File: config.mk
export PLATFORM = sky130hd
export DESIGN_NAME = dvi_outfmt
export DESIGN_NICKNAME = d
export VERILOG_FILES = /design/src/rtl/dvi_outfmt.sv
export SDC_FILE = /design/constraint.sdc
export NUM_CORES = 1
export LEC_CHECK = 0
export ABC_AREA = 0
export CORE_MARGIN = 3
export CORE_UTILIZATION = 28
export DETAILED_ROUTE_END_ITERATION = 10
export PLACE_DENSITY_LB_ADDON = 0.2
export SLEW_MARGIN = 10
export SYNTH_ARGS = -nofsm -noshare
export SYNTH_HDL_FRONTEND = slang
export SYNTH_SLANG_ARGS = --single-unit
export TNS_END_PERCENT = 30
File: constraint.sdc
create_clock -name DCLK -period 2.78 [get_ports DCLK]
set_input_delay 0.556 -clock DCLK [delete_from_list [all_inputs] [get_ports DCLK]]
set_output_delay 0.556 -clock DCLK [all_outputs]
set_load 0.05 [all_outputs]
File: src/rtl/dvi_outfmt.sv
// DVI output formatter: pattern source, blanking, sync polarity, SDR/DDR split and line-length monitor.
// Latency: DLY DCLK cycles from DSP_* to DVI_*; LINE_PIX/ERR_LINE update 2 cycles after the input DE fall.
// Backpressure: none, one pixel is accepted on every DCLK cycle.
module dvi_outfmt #(
    parameter int BPC   = 8,
    parameter int DLY   = 2,
    parameter int DDR   = 1,
    parameter int BAR_W = 100,
    localparam int PW   = 3 * BPC,
    localparam int OW   = (DDR != 0) ? PW / 2 : PW
) (
    input  logic            DCLK,
    input  logic            DRST,
    input  logic [1:0]      MODE,
    input  logic [PW-1:0]   SOLID_RGB,
    input  logic            HS_INV,
    input  logic            VS_INV,
    input  logic [BPC-1:0]  DSP_R,
    input  logic [BPC-1:0]  DSP_G,
    input  logic [BPC-1:0]  DSP_B,
    input  logic            DSP_DE,
    input  logic            DSP_HSYNC_X,
    input  logic            DSP_VSYNC_X,
    output logic            DVI_DE,
    output logic            DVI_HSYNC,
    output logic            DVI_VSYNC,
    output logic [OW-1:0]   DVI_D1,
    output logic [OW-1:0]   DVI_D2,
    output logic [15:0]     LINE_PIX,
    input  logic            ERR_CLR,
    output logic            ERR_LINE
);
    localparam int BW = (BAR_W > 1) ? $clog2(BAR_W) : 1;
    localparam logic [BW-1:0] INBAR_MAX = BW'(BAR_W - 1);

    logic [PW-1:0] s1_pix;
    logic          s1_de, s1_hs, s1_vs, s1_de_q, s1_vs_q;
    logic          de_rise, de_fall, vs_fall;

    always_ff @(posedge DCLK) begin
        if (DRST) begin
            s1_pix  <= '0;
            s1_de   <= 1'b0;
            s1_hs   <= 1'b0;
            s1_vs   <= 1'b0;
            s1_de_q <= 1'b0;
            s1_vs_q <= 1'b0;
        end else begin
            s1_pix  <= {DSP_R, DSP_G, DSP_B};
            s1_de   <= DSP_DE;
            s1_hs   <= DSP_HSYNC_X;
            s1_vs   <= DSP_VSYNC_X;
            s1_de_q <= s1_de;
            s1_vs_q <= s1_vs;
        end
    end

    assign de_rise = s1_de & ~s1_de_q;
    assign de_fall = ~s1_de & s1_de_q;
    assign vs_fall = ~s1_vs & s1_vs_q;

    // The first pixel of a line must already see the new mode and cleared bar counters.
    logic [1:0]    am, am_eff;
    logic [BW-1:0] inbar, inbar_eff;
    logic [2:0]    bar, bar_eff;
    logic [PW-1:0] bar_pix, sel_pix;

    always_comb begin
        am_eff    = de_rise ? MODE : am;
        inbar_eff = de_rise ? '0 : inbar;
        bar_eff   = de_rise ? 3'd0 : bar;
        bar_pix   = {{BPC{~bar_eff[1]}}, {BPC{~bar_eff[2]}}, {BPC{~bar_eff[0]}}};
        sel_pix   = '0;
        if (s1_de) begin
            case (am_eff)
                2'd0:    sel_pix = s1_pix;
                2'd1:    sel_pix = bar_pix;
                2'd2:    sel_pix = SOLID_RGB;
                default: sel_pix = '0;
            endcase
        end
    end

    always_ff @(posedge DCLK) begin
        if (DRST) begin
            am    <= 2'd0;
            inbar <= '0;
            bar   <= 3'd0;
        end else begin
            am    <= am_eff;
            inbar <= inbar_eff;
            bar   <= bar_eff;
            if (s1_de) begin
                if (inbar_eff == INBAR_MAX) begin
                    inbar <= '0;
                    bar   <= (bar_eff == 3'd7) ? bar_eff : bar_eff + 3'd1;
                end else begin
                    inbar <= inbar_eff + 1'b1;
                end
            end
        end
    end

    logic [PW-1:0] pix_q [DLY:2];
    logic          de_q  [DLY:2];
    logic          hs_q  [DLY:2];
    logic          vs_q  [DLY:2];

    always_ff @(posedge DCLK) begin
        if (DRST) begin
            for (int k = 2; k <= DLY; k++) begin
                pix_q[k] <= '0;
                de_q[k]  <= 1'b0;
                hs_q[k]  <= 1'b0;
                vs_q[k]  <= 1'b0;
            end
        end else begin
            pix_q[2] <= sel_pix;
            de_q[2]  <= s1_de;
            hs_q[2]  <= s1_hs ^ HS_INV;
            vs_q[2]  <= s1_vs ^ VS_INV;
            for (int k = 3; k <= DLY; k++) begin
                pix_q[k] <= pix_q[k-1];
                de_q[k]  <= de_q[k-1];
                hs_q[k]  <= hs_q[k-1];
                vs_q[k]  <= vs_q[k-1];
            end
        end
    end

    assign DVI_DE    = de_q[DLY];
    assign DVI_HSYNC = hs_q[DLY];
    assign DVI_VSYNC = vs_q[DLY];

    generate
        if (DDR != 0) begin : g_ddr
            assign DVI_D1 = pix_q[DLY][OW-1:0];
            assign DVI_D2 = pix_q[DLY][PW-1:OW];
        end else begin : g_sdr
            assign DVI_D1 = pix_q[DLY];
            assign DVI_D2 = '0;
        end
    endgenerate

    logic [15:0] cnt, ref_len;
    logic        ref_valid, err_set;

    assign err_set = de_fall & ref_valid & (cnt != ref_len);

    // A VSYNC fall overrides the ref_valid set of a coincident DE fall.
    always_ff @(posedge DCLK) begin
        if (DRST) begin
            cnt       <= 16'd0;
            ref_len   <= 16'd0;
            ref_valid <= 1'b0;
            LINE_PIX  <= 16'd0;
            ERR_LINE  <= 1'b0;
        end else begin
            if (de_fall) begin
                LINE_PIX <= cnt;
                ref_len  <= cnt;
                cnt      <= 16'd0;
            end else if (s1_de && cnt != 16'hFFFF) begin
                cnt <= cnt + 16'd1;
            end
            if (vs_fall)
                ref_valid <= 1'b0;
            else if (de_fall)
                ref_valid <= 1'b1;
            if (err_set)
                ERR_LINE <= 1'b1;
            else if (ERR_CLR)
                ERR_LINE <= 1'b0;
        end
    end
endmodule

==> results of run 1 <==
## critical path, cell delays in order, from the launching register on
cell,delay [ns]
dfxtp_1,0.39
nand2b_1,0.28
buf_4,0.23
mux2_4,0.48
nor2_4,0.44
a22oi_1,0.17
nor2_1,0.10
## power groups by stage
stage | combinational [W] | sequential (W) | clock [W]
2_1_floorplan | 0.000184 | 0.00158 | 0
3_3_place_gp | 0.000373 | 0.00154 | 0
3_5_place_dp | 0.000375 | 0.00154 | 0
4_1_cts | 0.000377 | 0.00150 | 0.00138
5_1_grt | 0.000401 | 0.00151 | 0.00145
6_report | 0.000372 | 0.00150 | 0.00134
## worst max path at each step
| stage | slack (ns) | startpoint | to | depth (start not counted) |
|---|---|---|---|---|
| 3_5_place_dp | 0.54 | MODE[0] | pix_q[2][0]$_SDFF_PP0_ | 5 |
| 4_1_cts | 0.58 | s1_de_q$_SDFF_PP0_ | DVI_DE | 1 |
| 3_3_place_gp | 0.58 | MODE[0] | pix_q[2][1]$_SDFF_PP0_ | 5 |
| 6_report | 0.62 | s1_de_q$_SDFF_PP0_ | pix_q[2][2]$_SDFF_PP0_ | 6 |
| 5_1_grt | 0.42 | s1_de_q$_SDFF_PP0_ | pix_q[2][0]$_SDFF_PP0_ | 6 |
| 2_1_floorplan | 0.40 | s1_de_q$_SDFF_PP0_ | bar[1]$_SDFF_PP0_ | 10 |
## flip-flops by register name, indices dropped and copies added (netlist names)
| register | flops |
|---|---|
| ref_len | 16 |
| s1_pix | 24 |
| am | 2 |
| s1_vs | 1 |
| ref_valid | 1 |
| inbar | 7 |
| vs_q | 1 |
| hs_q | 1 |
| ERR_LINE | 1 |
| s1_hs | 1 |
| s1_de | 1 |
| cnt | 16 |
| bar | 3 |
| s1_de_q | 1 |
| s1_vs_q | 1 |
| pix_q | 24 |
## Yosys cell counts (3+ instances only)
master / instances
buf_6: 3
a21oi_1: 27
or3_1: 3
nor3b_1: 3
a21o_1: 8
nand3_1: 8
nand2_1: 63
mux2i_1: 5
nor2_1: 45
nor4_1: 5
nor2b_1: 31
mux2_2: 8
nand4_1: 4
nor3_1: 7
nand2b_1: 7
a22oi_2: 10
dfxtp_1: 101
and3_1: 3
mux2_4: 11
inv_1: 7
buf_2: 4
xor2_1: 18
xnor2_1: 15
ha_1: 3
a22oi_1: 6
clkbuf_1: 17
## cell usage in the layout (no fill, tap or decap), types with 6 or more instances in the layout
cell and count:
nor3_1 7, clkdlybuf4s50_1 100, nand2_1 63, clkbuf_16 9
a21o_1 8, a22oi_2 10, nand2b_1 7, mux2_4 11
mux2_2 8, xor2_1 18, nor2_1 45, a22oi_1 6
buf_4 10, xnor2_1 15, inv_1 7, nor2b_1 31
nand3_1 8, dfxtp_1 101, a21oi_1 27
## routing by layer
metal  wire [microns]  track usage [%]  vias up  part of all wire, %
met3              509             3.99       10                  5.1
met5                0                0        -                    0
met1             4560             15.2     1490                   46
li1                 -                -     1667                    -
met2             4690             19.5       75                   47
met4              148             4.26        0                  1.5
## through the flow
| step | util (%) | total power, W | cells |
|---|---|---|---|
| floorplan | - | 0.00177 | 444 |
| global placement | 36.8 | 0.00191 | 712 |
| detailed placement | 36.8 | 0.00191 | 712 |
| CTS | 38.9 | 0.00326 | 728 |
| global route | 38.9 | 0.00335 | 728 |
| finish | 38.9 | 0.00321 | 728 |
## kinds of logic after synthesis
family	after synthesis	synth area share, %
AND/OR/NAND/NOR	191	22.9
flip-flops	101	48.0
AO/OA/AOI/OAI	57	9.69
buffers and inverters	34	3.80
XOR/XNOR	33	6.87
multiplexers	25	7.79
adder cells (fa/ha/maj)	3	0.892
## final cells by class
class / instances / share of cell area [%]
Multi-Input combinational cell: 309 / 35.5
Sequential cell: 101 / 35.5
Timing Repair Buffer: 111 / 19.0
Tap cell: 184 / 4.04
Clock buffer: 10 / 4.02
Clock inverter: 6 / 1.51
Inverter: 7 / 0.461
==> out/qor.csv, run 1 <==
stage;metric;value;unit
worst_setup_path;Setup crit end kind;flop;
global_route;largest net degree at the start of global routing;30;
die;DIE WIDTH;129;microns
worst_setup_path;FF-to-FF End;pix_q[2][2]$_SDFF_PP0_;
clock_tree;clk sink count;101;
layout;Final nets;600;
worst_setup_path;largest fanout on the critical path;27;
worst_setup_path;Crit Reg-Reg Startpoint;s1_de_q$_SDFF_PP0_;
synth;Area contributors post-synth;dfxtp_1 48%, nand2_1 5.6%, nor2b_1 4.6%;
route;DRC;0;
die;core box area;14600;sq um
route;drt wl/cell;13.6;microns
sta;worst-case hold slack;0.482;ns
synth;Avg Inst Size Synth;9.48;sq um
placement;Routability Congestion;0.765;
clock_tree;CTS Buffer Depth;2;
sta;Worst Slack Setup Final;0.624;ns
global_route;vias in the first global route;3054;
clock_tree;TritonCTS buffer count;9;
synth;Post-Syn Area;4210;sq um
clock_tree;CTS tree;built;
power;power per cell area;563;nW/um^2
power;leakage;2.21;nW
route;drt initial violations;134;
worst_setup_path;Arr. time, crit path;2.44;ns
route;Vias/cell;4.45;
clock_tree;clk_lat worst skew;0.34;ns
sta;fin crit share;77.5;%
worst_setup_path;kind of critical path;flop to flop;
synth;library cells used by synthesis;44;
global_route;Total GRT Usage;12.1;%
sta;Slew @ Worst Pin;0.617;ns
power;Gate power share;11.6;%
route;via count;3242;
layout;Storage cell area;2020;sq um
power;internal power;0.00247;W
layout;Multi-input gate area;2030;sq um
power;VDD IR max;0.329;mV
placement;I/O Buffers;101;
sta;Setup TNS;0;ns
synth;top_reg_cell synth;dfxtp_1;
synth;Net Count, Synth;505;
synth;Synth Register Bits;101;
power;Clk network pwr share;41.6;%
synth;largest area contributor in the netlist;dfxtp_1;
worst_setup_path;Worst Path Required;3.07;ns
placement;detailed placement HPWL;7.16;mm
worst_hold_path;HP Start;bar[2]$_SDFF_PP0_;
worst_setup_path;CP startpoint kind;flop;
placement;Area after DPL;5390;sq um
global_route;gr ovfl total;0;
clock_tree;Post-CTS Setup Bufs;0;
synth;Cells after Synth;444;
route;routed wire length;9.91;mm
die;std cell rows;44;
sta;Max Fclk;464;MHz
worst_setup_path;reg2reg path depth;6;
clock_tree;Gates resized, CTS repair;0;
die;IO Pins;102;
die;die area;16500;sq um
run_status;status;finished, final reports clean;
layout;Layout Cell Area excl Fill;5700;sq um
synth;Synth async-reset ratio;0;%
sta;max_slew headroom;58.8;%
power;Psw;0.000744;W
clock_tree;CTS H-tree lvls;3;
global_route;initial antenna violation count;0;
synth;Yosys top cell area share;48.0;%
sta;post-route minimum period;2.16;ns
synth;Synth warnings;0;
worst_setup_path;Worst R2R Setup Slack;0.62;ns
route;antenna viol nets, final;0;
placement;post-place setup slack;0.537;ns
die;Die H;129;microns
flow_run;max_cap viols;0;
route;drt pass-1 iters;4;
sta;Final Setup Violations;0;
layout;Layout area overhead;35.5;%
worst_hold_path;WHS Path Cells;2;
power;Seq pwr share;46.8;%
sta;clock skew;0.00848;ns
sta;final hold viol count;0;
worst_hold_path;Worst Hold Endpoint;bar[2]$_SDFF_PP0_;
layout;share of cells above drive strength 1;11.9;%
clock_tree;CTS root buf;clkbuf_16;
synth;sequential share of the synthesized area;48.0;%
power;Switching Share;23.2;%
clock_tree;cts hold-fix bufs;0;
layout;number of fill cells in the layout;1428;
synth;Post-synth EDFFs;0;
global_route;first-pass GRT wire length;15.8;mm
clock_tree;Clock Pin Slew Worst Setup and Hold Paths;0.07;ns
layout;Ant. Diodes;0;
sta;Slew Viols, Final;0;
die;Starting Density;28.7;%
sta;RSZ-0062 raised after global routing;no;
worst_hold_path;Tightest Hold Check Type;flop to flop;
(Power assumes the default switching activity.)
==> run 2: changes to the inputs <==
==> constraint.sdc (replaced) <==
create_clock -name DCLK -period 1.8 [get_ports DCLK]
set_input_delay 0.36 -clock DCLK [delete_from_list [all_inputs] [get_ports DCLK]]
set_output_delay 0.36 -clock DCLK [all_outputs]
set_load 0.05 [all_outputs]
==> run 2 against run 1 <==
Via count grew 3.3%; clock skew fell by 0.0019 ns; utilization rose by 0.67 points; global-route usage up 0.72 points; combinational power increased by 63%; final cell count rose by 2.5%; worst setup slack got worse by 0.54 ns; count of clock-buffer cells in the layout increased by 2; design area rose by 1.7%; first-iteration DRC count is 10% higher; clock power grew 53%; hold slack worse by 0.068 ns; critical path type unchanged; critical endpoint is now cnt[11]$_SDFFE_PP0P_.
==> out/qor.csv, run 2 (same netlist as run 1, synthesis figures left out) <==
stage;metric;value;unit
sta;max_slew headroom;67.3;%
route;routed wire length;10.4;mm
sta;fin crit share;95.5;%
clock_tree;CTS H-tree lvls;3;
route;drt pass-1 iters;4;
die;Die H;129;microns
global_route;Total GRT Usage;12.8;%
route;DRC;0;
power;Switching Share;23.6;%
worst_setup_path;kind of critical path;flop to flop;
global_route;busiest layer in global routing;met2;
worst_setup_path;Cell Chain, Critical Path;nand4_2 > or2_2 > nor4b_2 > xnor2_1 > nor2_1;
power;leakage;2.40;nW
sta;Max Fclk;582;MHz
route;Vias/cell;4.49;
die;Starting Density;28.7;%
route;via count;3348;
die;IO Pins;102;
clock_tree;CTS root buf;clkbuf_16;
die;die area;16500;sq um
route;drt initial violations;148;
sta;RSZ-0062 raised after global routing;yes;
worst_setup_path;largest fanout on the critical path;6;
worst_setup_path;CP startpoint kind;flop;
global_route;GR Util met3;3.36;%
layout;Ant. Diodes;0;
run_status;status;finished, final reports clean;
worst_setup_path;Worst Path Required;2.04;ns
power;Clk network pwr share;41.2;%
power;Gate power share;12.2;%
power;Psw;0.00117;W
clock_tree;Clock Pin Slew Worst Setup and Hold Paths;0.07;ns
power;VDD IR max;0.470;mV
worst_setup_path;Arr. time, crit path;1.95;ns
global_route;vias in the first global route;3292;
clock_tree;TritonCTS buffer count;9;
clock_tree;CTS tree;built;
flow_run;max_cap viols;0;
global_route;grt met2 use;21.8;%
sta;Worst Slack Setup Final;0.0806;ns
sta;Slew Viols, Final;0;
layout;commonest non-fill, non-tap cell in the layout;dfxtp_1;
placement;post-place setup slack;-0.238;ns
worst_hold_path;Tightest Hold Check Type;input pin to flop;
placement;Area after DPL;5420;sq um
layout;Layout area overhead;37.8;%
global_route;met1 usage;15.9;%
route;antenna viol nets, final;0;
layout;post-layout util;39.6;%
die;std cell rows;44;
layout;biggest regs;pix_q x24, s1_pix x24;
layout;commonest cells after routing, fill and taps aside;99 x dfxtp_1, 66 x buf_4, 63 x nand2_1;
placement;I/O Buffers;101;
layout;share of cells above drive strength 1;23.5;%
sta;post-route minimum period;1.72;ns
worst_setup_path;Setup crit end kind;flop;
sta;clock skew;0.00655;ns
layout;Layout Cell Area excl Fill;5800;sq um
power;internal power;0.00381;W
sta;Final Setup Violations;0;
global_route;largest net degree at the start of global routing;25;
clock_tree;clk sink count;101;
layout;number of fill cells in the layout;1498;
worst_setup_path;CP max stage delay;0.47;ns
global_route;first-pass GRT wire length;16.6;mm
sta;Slew @ Worst Pin;0.493;ns
placement;Routability Congestion;0.783;
sta;final hold viol count;0;
die;DIE WIDTH;129;microns
power;power per cell area;859;nW/um^2
worst_setup_path;CP max-delay cell;dfxtp_1;
power;Seq pwr share;46.6;%
layout;Final nets;618;
global_route;initial antenna violation count;0;
die;core box area;14600;sq um
clock_tree;clk_lat worst skew;0.35;ns
placement;detailed placement HPWL;7.49;mm
clock_tree;CTS Buffer Depth;2;
global_route;gr ovfl total;0;
route;drt wl/cell;14.0;microns
-- run 2: cell count changes in the layout (fill, tap and decap cells not counted), moves of 2 or more --
cell / delta
and2_4: +2
clkbuf_8: +3
clkdlybuf4s50_1: -44
clkinv_2: -2
dlygate4sd2_1: +5
clkinv_4: +2
and2_1: -2
buf_4: +56
dfxtp_1: -2
-- run 2: worst paths after layout --
path	endpoint	slack, ns	depth (start not counted)	from
worst min register to register	ref_len[2]$_SDFFE_PP0N_	0.48	2	ref_len[2]$_SDFFE_PP0N_
worst max register to register	cnt[11]$_SDFFE_PP0P_	0.08	5	cnt[6]$_SDFFE_PP0P_
worst max-delay path	cnt[11]$_SDFFE_PP0P_	0.08	5	cnt[6]$_SDFFE_PP0P_
worst min-delay path	s1_pix[22]$_SDFF_PP0_	0.41	2	DRST
-- run 2: repair_timing --
action	in CTS	in global routing
resized for setup	5	3
pin swaps	1	0
setup endpoints to repair	21	10
hold buffers	0	0
buffers inserted	2	3
-- run 2: metrics by stage --
step,cells,hold WS (ns),TNS [ns],total power (W)
6_report,746,0.414,0,0.00498
5_1_grt,746,0.424,-0.0232,0.00520
4_1_cts,743,0.403,0,0.00506
3_5_place_dp,725,0.477,-3.30,0.00297
3_3_place_gp,725,0.462,-2.58,0.00297
2_1_floorplan,444,0.454,-1.08,0.00274
-- run 2: metal layers --
| layer | vias up | routed length [microns] |
|---|---|---|
| li1 | 1697 | - |
| met1 | 1573 | 4620 |
| met2 | 69 | 5150 |
| met3 | 9 | 521 |
| met4 | 0 | 137 |
| met5 | - | 0 |
-- run 2: worst max-delay path: cells and delay by family (launching register included) --
kind | cells | cell delay, ns
xor gates and xnor gates | 1 | 0.16
DFF | 1 | 0.47
and+or+nand+nor | 4 | 0.98
-- run 2: final cells by class --
cell class              count  area [sq um]  share of cell area (%)
inverters                   7          26.3                   0.453
multi-input cells         309          2070                    35.7
clock inverters             4          55.1                   0.949
well taps                 184           230                    3.97
repair buffers            129          1120                    19.4
clock buffers              12           267                    4.60
flip-flops and latches    101          2030                    35.0
-- run 2: power groups by stage --
stage,registers (W),clock network [W],logic (W)
finish,0.00232,0.00205,0.000607
global route,0.00233,0.00222,0.000656
CTS,0.00232,0.00212,0.000612
detailed placement,0.00237,0,0.000601
global placement,0.00237,0,0.000596
floorplan,0.00245,0,0.000293
==> run 3: changes to the inputs <==
--- a/config.mk
+++ b/config.mk
@@ -6,10 +6,11 @@
 export NUM_CORES = 1
 export LEC_CHECK = 0
 export ABC_AREA = 0
-export CORE_MARGIN = 3
+export CORE_MARGIN = 2
 export CORE_UTILIZATION = 28
 export DETAILED_ROUTE_END_ITERATION = 10
 export PLACE_DENSITY_LB_ADDON = 0.2
+export REMOVE_ABC_BUFFERS = 1
 export SLEW_MARGIN = 10
 export SYNTH_ARGS = -nofsm -noshare
 export SYNTH_HDL_FRONTEND = slang
==> run 3 against run 2 <==
Non-clock buffer count rose by 2; design area up 0.22%; sequential power is essentially flat; critical endpoint unchanged; count of clock-buffer cells in the layout down 1; via count increased by 1.0%; utilization up 0.24 points; combinational power is 2% higher; clock power about the same; largest cell class unchanged; flip-flop and latch count did not move; critical path depth rose by 2.
==> out/qor.csv, run 3 (same netlist as run 1, synthesis figures left out) <==
stage;metric;value;unit
worst_setup_path;crit path from;cnt[1]$_SDFFE_PP0P_;
layout;Final nets;621;
global_route;largest net degree at the start of global routing;29;
worst_setup_path;largest fanout on the critical path;5;
sta;clock skew;0.00868;ns
placement;Routability Congestion;0.767;
route;drt initial violations;110;
sta;final hold viol count;0;
worst_setup_path;Arr. time, crit path;1.98;ns
die;core box area;14600;sq um
clock_tree;cts hold-fix bufs;0;
route;wire length on met3;624;microns
layout;commonest non-fill, non-tap cell in the layout;dfxtp_1;
route;via count;3383;
clock_tree;TritonCTS buffer count;9;
route;top routing layer used;met4;
clock_tree;clk_lat worst skew;0.35;ns
sta;Slew Viols, Final;0;
global_route;gr ovfl total;0;
run_status;status;finished, final reports clean;
route;DRC;0;
global_route;vias in the first global route;3300;
sta;max_slew headroom;67.4;%
route;drt wl/cell;14.4;microns
sta;Max Fclk;571;MHz
layout;share of cells above drive strength 1;24.5;%
route;routed wire length;10.8;mm
sta;Final Setup Violations;0;
placement;dpl cells;726;
sta;post-route minimum period;1.75;ns
layout;Layout area overhead;38.1;%
die;die area;16000;sq um
route;WL met1;4.58;mm
route;Vias/cell;4.52;
clock_tree;CTS tree;built;
worst_setup_path;kind of critical path;flop to flop;
sta;Slew @ Worst Pin;0.491;ns
worst_setup_path;Crit Reg-Reg Startpoint;cnt[1]$_SDFFE_PP0P_;
worst_setup_path;Setup crit end kind;flop;
sta;fin crit share;97.3;%
global_route;initial antenna violation count;0;
flow_run;max_cap viols;0;
worst_hold_path;HP Start;DRST;
power;leakage;2.41;nW
global_route;Total GRT Usage;13.4;%
route;antenna viol nets, final;0;
die;Starting Density;28.9;%
clock_tree;Clock Pin Slew Worst Setup and Hold Paths;0.07;ns
sta;worst-case hold slack;0.403;ns
worst_hold_path;Tightest Hold Check Type;input pin to flop;
die;IO Pins;102;
power;VDD IR max;0.429;mV
clock_tree;clk sink count;101;
global_route;first-pass GRT wire length;16.8;mm
sta;RSZ-0062 raised after global routing;yes;
layout;Layout Cell Area excl Fill;5810;sq um
placement;Area after DPL;5390;sq um
placement;detailed placement HPWL;7.68;mm
layout;commonest cells after routing, fill and taps aside;95 x dfxtp_1, 68 x buf_4, 62 x nand2_1;
route;DR WL met2;5.32;mm
layout;Non-Filler Instances;748;
route;drt pass-1 iters;4;
die;Die H;127;microns
worst_setup_path;CP startpoint kind;flop;
die;std cell rows;44;
die;DIE WIDTH;127;microns
clock_tree;CTS root buf;clkbuf_16;
layout;Ant. Diodes;0;
power;power per cell area;863;nW/um^2
clock_tree;CTS Buffer Depth;2;
layout;number of fill cells in the layout;1435;
clock_tree;CTS H-tree lvls;3;
placement;I/O Buffers;101;
worst_setup_path;Worst Path Required;2.03;ns
layout;biggest regs;pix_q x24, s1_pix x24;
## run 3: cell count changes in the layout (fill, tap and decap cells not counted), sizes merged
cell	delta
buf	+3
dlygate4sd2	-1
clkbuf	-1
bufinv	+1
mux2	+1
clkinv	-1
## run 3: critical path, stage by stage, from the launching register on
cell,delay [ns]
dfxtp_4,0.37
ha_2,0.19
nand4_1,0.20
nor4_4,0.41
buf_4,0.20
nor4b_2,0.05
xnor2_1,0.16
nor2_1,0.06
## run 3: metrics by stage
step / util [%] / power, W / setup TNS (ns) / worst slack (ns)
5_1_grt: 39.8 / 0.00522 / -0.210 / -0.0596
3_3_place_gp: 37.0 / 0.00297 / -2.81 / -0.199
3_5_place_dp: 37.0 / 0.00298 / -3.07 / -0.227
2_1_floorplan: - / 0.00269 / -20.24 / -0.685
6_report: 39.8 / 0.00501 / 0 / 0.0481
4_1_cts: 39.2 / 0.00507 / 0 / 0.0207
## run 3: timing repair
item / CTS / global route
cloned: 0 / 1
gates resized for setup: 4 / 16
endpoints found under the hold margin: 0 / 0
pin swaps: 1 / 2
setup buffers: 1 / 5
setup endpoints to repair: 20 / 31
## run 3: power breakdown
| part | total, W | switching, W | internal (W) |
|---|---|---|---|
| logic | 0.000619 | 0.000299 | 0.000320 |
| registers | 0.00232 | 0.0000257 | 0.00230 |
| clock network | 0.00207 | 0.000826 | 0.00125 |
## run 3: area by class of cell
class	count	area [sq um]	share of cell area, %
Clock buffer	11	243	4.18
Clock inverter	4	72.6	1.25
Inverter	7	26.3	0.452
Multi-Input combinational cell	310	2060	35.5
Sequential cell	101	2030	35.0
Tap cell	184	230	3.96
Timing Repair Buffer	131	1140	19.7
## run 3: final timing paths
| kind | endpoint | slack, ns | cells past startpoint |
|---|---|---|---|
| max | cnt[11]$_SDFFE_PP0P_ | 0.05 | 7 |
| min | inbar[1]$_SDFF_PP0_ | 0.40 | 2 |
| max reg2reg | cnt[11]$_SDFFE_PP0P_ | 0.05 | 7 |
| min reg2reg | hs_q[2]$_SDFF_PP0_ | 0.48 | 2 |
## run 3: routing by layer
metal	vias up	GRT usage [%]
met4	0	5.62
met1	1567	15.6
li1	1717	-
met3	17	3.58
met2	82	23.1
met5	-	0
